--- src/rtl/reduce_pkg.sv ---
// rtl/reduce_pkg.sv - shared mode and state encodings for the n-way reducer
package reduce_pkg;

  typedef enum logic [1:0] {
    MODE_OR   = 2'b00,
    MODE_AND  = 2'b01,
    MODE_XOR  = 2'b10,
    MODE_RSVD = 2'b11
  } mode_e;

  typedef enum logic [1:0] {
    IDLE = 2'b00,
    BUSY = 2'b01,
    DONE = 2'b10
  } state_e;

endpackage

--- src/rtl/reduce_chunk.sv ---
// rtl/reduce_chunk.sv - combinational reduction of one chunk plus its lowest set bit
module reduce_chunk
  import reduce_pkg::*;
#(
  parameter int CHUNK = 4,
  parameter int LW    = (CHUNK > 1) ? $clog2(CHUNK) : 1
) (
  input  logic [CHUNK-1:0] chunk,
  input  logic [1:0]       mode,
  output logic             res,
  output logic             has_set,
  output logic [LW-1:0]    low_idx
);

  always_comb begin
    has_set = |chunk;
    low_idx = '0;
    // Scan downward so the lowest set bit is the last one written.
    for (int i = CHUNK - 1; i >= 0; i--) begin
      if (chunk[i]) low_idx = LW'(i);
    end
    case (mode_e'(mode))
      MODE_AND: res = &chunk;
      MODE_XOR: res = ^chunk;
      default:  res = |chunk;
    endcase
  end

endmodule

--- src/rtl/reduce_n_way.sv ---
// rtl/reduce_n_way.sv - multi-cycle OR/AND/XOR reducer consuming CHUNK bits per cycle
module reduce_n_way
  import reduce_pkg::*;
#(
  parameter int WIDTH = 16,
  parameter int CHUNK = 4
) (
  input  logic                     clk,
  input  logic                     rst_n,
  input  logic [WIDTH-1:0]         in,
  input  logic [1:0]               mode,
  input  logic                     in_valid,
  output logic                     in_ready,
  output logic                     out,
  output logic [$clog2(WIDTH)-1:0] out_idx,
  output logic                     out_valid,
  input  logic                     out_ready
);

  localparam int N  = WIDTH / CHUNK;
  localparam int IW = $clog2(WIDTH);
  localparam int CW = (N > 1) ? $clog2(N) : 1;
  localparam int LW = (CHUNK > 1) ? $clog2(CHUNK) : 1;

  state_e           state, state_nxt;
  logic [WIDTH-1:0] op;
  mode_e            mode_q;
  logic             acc, acc_nxt, found;
  logic [CW-1:0]    cnt;
  logic [IW-1:0]    idx_q;
  logic [CHUNK-1:0] cur;
  logic             c_res, c_set;
  logic [LW-1:0]    c_idx;
  logic             last, accept;

  assign cur    = op[cnt*CHUNK +: CHUNK];
  assign last   = (cnt == CW'(N - 1));
  assign accept = in_valid && in_ready;

  reduce_chunk #(.CHUNK(CHUNK), .LW(LW)) u_chunk (
    .chunk   (cur),
    .mode    (mode_q),
    .res     (c_res),
    .has_set (c_set),
    .low_idx (c_idx)
  );

  always_comb begin
    case (mode_q)
      MODE_AND: acc_nxt = acc & c_res;
      MODE_XOR: acc_nxt = acc ^ c_res;
      default:  acc_nxt = acc | c_res;
    endcase
  end

  always_ff @(posedge clk or negedge rst_n) begin
    if (!rst_n) state <= IDLE;
    else        state <= state_nxt;
  end

  always_comb begin
    state_nxt = state;
    in_ready  = 1'b0;
    out_valid = 1'b0;
    case (state)
      IDLE: begin
        in_ready = 1'b1;
        if (in_valid) state_nxt = BUSY;
      end
      BUSY: if (last) state_nxt = DONE;
      DONE: begin
        out_valid = 1'b1;
        if (out_ready) state_nxt = IDLE;
      end
      default: state_nxt = IDLE;
    endcase
  end

  always_ff @(posedge clk or negedge rst_n) begin
    if (!rst_n) begin
      op     <= '0;
      mode_q <= MODE_OR;
      acc    <= 1'b0;
      found  <= 1'b0;
      cnt    <= '0;
      idx_q  <= '0;
    end else if (accept) begin
      op     <= in;
      mode_q <= mode_e'(mode);
      acc    <= (mode_e'(mode) == MODE_AND);
      found  <= 1'b0;
      cnt    <= '0;
      idx_q  <= '0;
    end else if (state == BUSY) begin
      acc <= acc_nxt;
      cnt <= cnt + CW'(1);
      // Only the first chunk with a set bit contributes the index.
      if (!found && c_set) begin
        found <= 1'b1;
        idx_q <= IW'(cnt * CHUNK) + IW'(c_idx);
      end
    end
  end

  assign out     = acc;
  assign out_idx = idx_q;

endmodule

--- config.mk ---
export PLATFORM = sky130hd
export DESIGN_NAME = reduce_n_way
export DESIGN_NICKNAME = d
export VERILOG_FILES = /design/src/rtl/reduce_pkg.sv /design/src/rtl/reduce_chunk.sv /design/src/rtl/reduce_n_way.sv
export SDC_FILE = /design/constraint.sdc
export NUM_CORES = 1
export LEC_CHECK = 0
export CORE_ASPECT_RATIO = 0.8
export CORE_MARGIN = 2
export CORE_UTILIZATION = 28
export CTS_CLUSTER_DIAMETER = 80
export CTS_CLUSTER_SIZE = 30
export DETAILED_ROUTE_END_ITERATION = 6
export GPL_ROUTABILITY_DRIVEN = 0
export PLACE_DENSITY = 0.5
export SLEW_MARGIN = 10
export SYNTH_ARGS = -nofsm -noshare
export SYNTH_HDL_FRONTEND = slang
export SYNTH_SLANG_ARGS = --single-unit
--- constraint.sdc ---
create_clock -name clk -period 4 [get_ports clk]
set_input_delay 0.4 -clock clk [delete_from_list [all_inputs] [get_ports clk]]
set_output_delay 0.4 -clock clk [all_outputs]
set_load 0.1 [all_outputs]
==> implementation parameters <==
Parameter                              Value

Power and ir drop
  Pwr dens ... 889.9 mW/mm²
  Leakage ... 0.9247 nW
  Worst vdd ir ... 346.4 µV
  Total power after layout ... 0.001666 W

Clock network
  Gates resized, CTS repair ... 0
  Clock input transition at the sequential cells of the worst setup and hold paths ... 0.10 ns
  H-tree lvl count ... 1
  Longest Clk Path Bufs ... 2
  Insertion delay of the later-clocked pin in the worst-skew pair ... 0.28 ns
  Clock buffer count from CTS ... 3
  CTS sink count ... 28
  Cts hold-fix bufs ... 0
  TritonCTS clock tree ... built
  Post-CTS setup buffer count ... 0
  Root buffer cell ... sky130_fd_sc_hd__clkbuf_8

Synth
  Area share of fa/ha/maj cells after synthesis ... 0.09378
  YS warnings ... 0
  Register bit total from synthesis ... 28
  Mux contribution to synthesized area ... 0.1006
  FFs w/ async S/R, synth ... 1.000
  Synth top area share ... 0.4774
  Most instantiated cells after synthesis ... sky130_fd_sc_hd__nand2_1, sky130_fd_sc_hd__dfrtp_1, sky130_fd_sc_hd__ha_1, sky130_fd_sc_hd__inv_1, sky130_fd_sc_hd__clkbuf_1
  Synthesized-area fraction occupied by xor and xnor cells ... 0.005968
  Seq/Total Area, Yosys ... 0.4774
  Basic-gate share of the synthesized area counting and, or, nand and nor cells ... 0.1952
  Most frequent cell after synthesis ... sky130_fd_sc_hd__nand2_1
  Netlist Area Pre-Place ... 0.001468 mm²
  Main flop type after synthesis ... sky130_fd_sc_hd__dfrtp_1
  Cells taking the most area after synthesis ... sky130_fd_sc_hd__dfrtp_1, sky130_fd_sc_hd__nand2_1, sky130_fd_sc_hd__ha_1
  Synth Area per Inst ... 9.720 µm²
  Synthesized netlist cell count ... 151
  Dominant combinational cell family by area after synthesis ... simple AND/OR/NAND/NOR gates
  Number of nets produced by synthesis ... 184
  Synth cell types ... 28
  Area leader, netlist ... sky130_fd_sc_hd__dfrtp_1
  Post-synth EDFFs ... 0
  Share of the synthesized area in compound gates (AO/OA/AOI/OAI) ... 0.07332

Floorplan
  Floorplan Core Area ... 0.005036 mm²
  Die outline height ... 68.76 µm
  Die width ... 84.95 µm
  Initial core utilization ... 0.2914
  Placement row count ... 23
  I/O Pins ... 29
  Die area ... 0.005840 mm²

Finish
  # diodes ... 0
  Area occupied by registers ... 700.7 µm²
  Core occupancy in the finished layout ... 0.3717
  Multi-input gate area in the final layout ... 693.2 µm²
  Area growth from synthesis to layout ... 27.54%
  Final-stage net count ... 210
  Fillers ... 505
  Fraction of final layout cells with drive strength greater than 1 ... 0.05682

Placed design
  Detail Placement HPWL ... 2350 µm
  Worst slack at placement ... 0.8351 ns
  Number of I/O port buffers ... 28

Timing
  Final Max Tran Viols ... 0
  Final clock period utilization by the worst path ... 0.7992
  Number of hold violations in the final report ... 0
  Max-slew headroom ... 0.1735
  Maximum clock frequency ... 312.8 MHz
  Final worst setup slack ... 0.8032 ns
  Total Negative Setup Slacks ... 0 ns
  Minimum clock period after layout ... 3.197 ns
  Setup repair after global routing missed its margin ... no
  Actual slew at the worst max-slew pin ... 1.234 ns
  Clock skew ... 0.002032 ns
  Hold Slack ... 0.4770 ns
  Final setup vio count ... 0

GRT
  Total track usage ... 0.1123
  Largest net degree at the start of global routing ... 22
  Via count of the first global-routing pass ... 1118
  Number of antenna violations at the first check in global routing ... 0
  GRT Residual Overflow ... 0
  Global-route wire length before repair ... 5119 µm

Setup path
  Worst Path Required ... 4.17 ns
  Signal arrival time at the worst endpoint ... 3.37 ns
  Worst-path fanout max ... 8
  Nature of the critical path startpoint ... flip-flop
  Setup crit end kind ... flip-flop
  WS Path Type ... flip-flop to flip-flop

Route
  Post-detailed-route DRC marker count ... 0
  M1 WL ... 1554 µm
  Routed via count ... 1103
  Number of nets still failing antenna checks after routing ... 0
  DR pass1 iterations ... 4
  WL final ... 3091 µm
  Met2 wire len ... 1358 µm
  Vias per Instance ... 4.634
  Routed len/inst ... 12.99 µm
  Top layer in use ... met4
  Met3 wire length ... 169 µm
  Starting DRC count in detailed routing ... 38

Run
  Number of max-cap violations ... 0

Hold path
  Worst min path class ... input port to asynchronous set/reset pin

Status
  Status ... completed
stage by stage:
step,instance area (µm²),instances
finish,1872,238
global route,1872,238
CTS,1872,238
detailed placement,1800,234
global placement,1800,234
floorplan,1468,151
layout by cell type, fill, tap and decap left out, types with 2 or more instances in the layout:
| master | n |
|---|---|
| sky130_fd_sc_hd__a22o_1 | 2 |
| sky130_fd_sc_hd__mux4_2 | 2 |
| sky130_fd_sc_hd__clkdlybuf4s50_1 | 28 |
| sky130_fd_sc_hd__nand2_1 | 57 |
| sky130_fd_sc_hd__ha_1 | 11 |
| sky130_fd_sc_hd__clkbuf_8 | 3 |
| sky130_fd_sc_hd__dfrtp_1 | 28 |
| sky130_fd_sc_hd__mux4_1 | 2 |
| sky130_fd_sc_hd__inv_1 | 11 |
| sky130_fd_sc_hd__o21bai_1 | 2 |
| sky130_fd_sc_hd__mux2i_1 | 5 |
| sky130_fd_sc_hd__o21ai_0 | 3 |
| sky130_fd_sc_hd__a21oi_1 | 2 |
| sky130_fd_sc_hd__nor2_1 | 2 |
| sky130_fd_sc_hd__nor2b_1 | 2 |
| sky130_fd_sc_hd__nand2b_1 | 2 |
metal layers:
metal | up-vias | track usage
met5 | - | 0
met3 | 2 | 0.03333
met1 | 528 | 0.1533
met4 | 0 | 0.01984
li1 | 542 | -
met2 | 31 | 0.1807
power by group:
part	internal [W]	switching [W]	total (W)
Clock	0.000134	0.0000927	0.000227
Sequential	0.000414	0.000110	0.000524
Combinational	0.000366	0.000549	0.000915
Total	0.000915	0.000751	0.00167
registers in the layout (all words and copies together) (netlist names):
name and cells:
out 1, cnt 2, op 16, state 2
out_idx 4, mode_q 2, found 1
cell type report:
cell class                      instances  share of cell area
Clock buffer                            3             0.02206
Clock inverter                          1             0.01604
Inverter                               11             0.02206
Multi-Input combinational cell        104              0.3703
Tap cell                               62             0.04144
Timing Repair Buffer                   29              0.1537
Sequential cell                        28              0.3743
cells by family after synthesis:
kind of cell,count (synthesis)
DFF,28
muxes,9
and+or+nand+nor,68
xor gates and xnor gates,1
buffers and inverters,19
AOI/OAI and AO/OA,15
adders and majority gates,11
critical path, stage by stage (launching register included):
cell and delay, ns:
sky130_fd_sc_hd__dfrtp_1 0.55, sky130_fd_sc_hd__mux4_1 0.68, sky130_fd_sc_hd__inv_1 0.11, sky130_fd_sc_hd__ha_1 0.24, sky130_fd_sc_hd__xor2_1 0.15, sky130_fd_sc_hd__a211oi_1 0.33
sky130_fd_sc_hd__a31o_2 0.17, sky130_fd_sc_hd__ha_1 0.22, sky130_fd_sc_hd__a221oi_1 0.27, sky130_fd_sc_hd__a21oi_1 0.07, sky130_fd_sc_hd__a221o_1 0.32
worst paths after layout:
path | start | to | slack (ns) | cells past startpoint
setup / recovery | cnt[0] | out | 0.80 | 10
hold / removal | rst_n | out | 0.48 | 1
setup reg to reg | cnt[0] | out | 0.80 | 10
hold reg to reg | op[12] | op[12] | 0.48 | 2
max in group asynchronous | rst_n | op[11] | 2.89 | 2
min in group clk | op[12] | op[12] | 0.48 | 2
(Power assumes the default switching activity.)
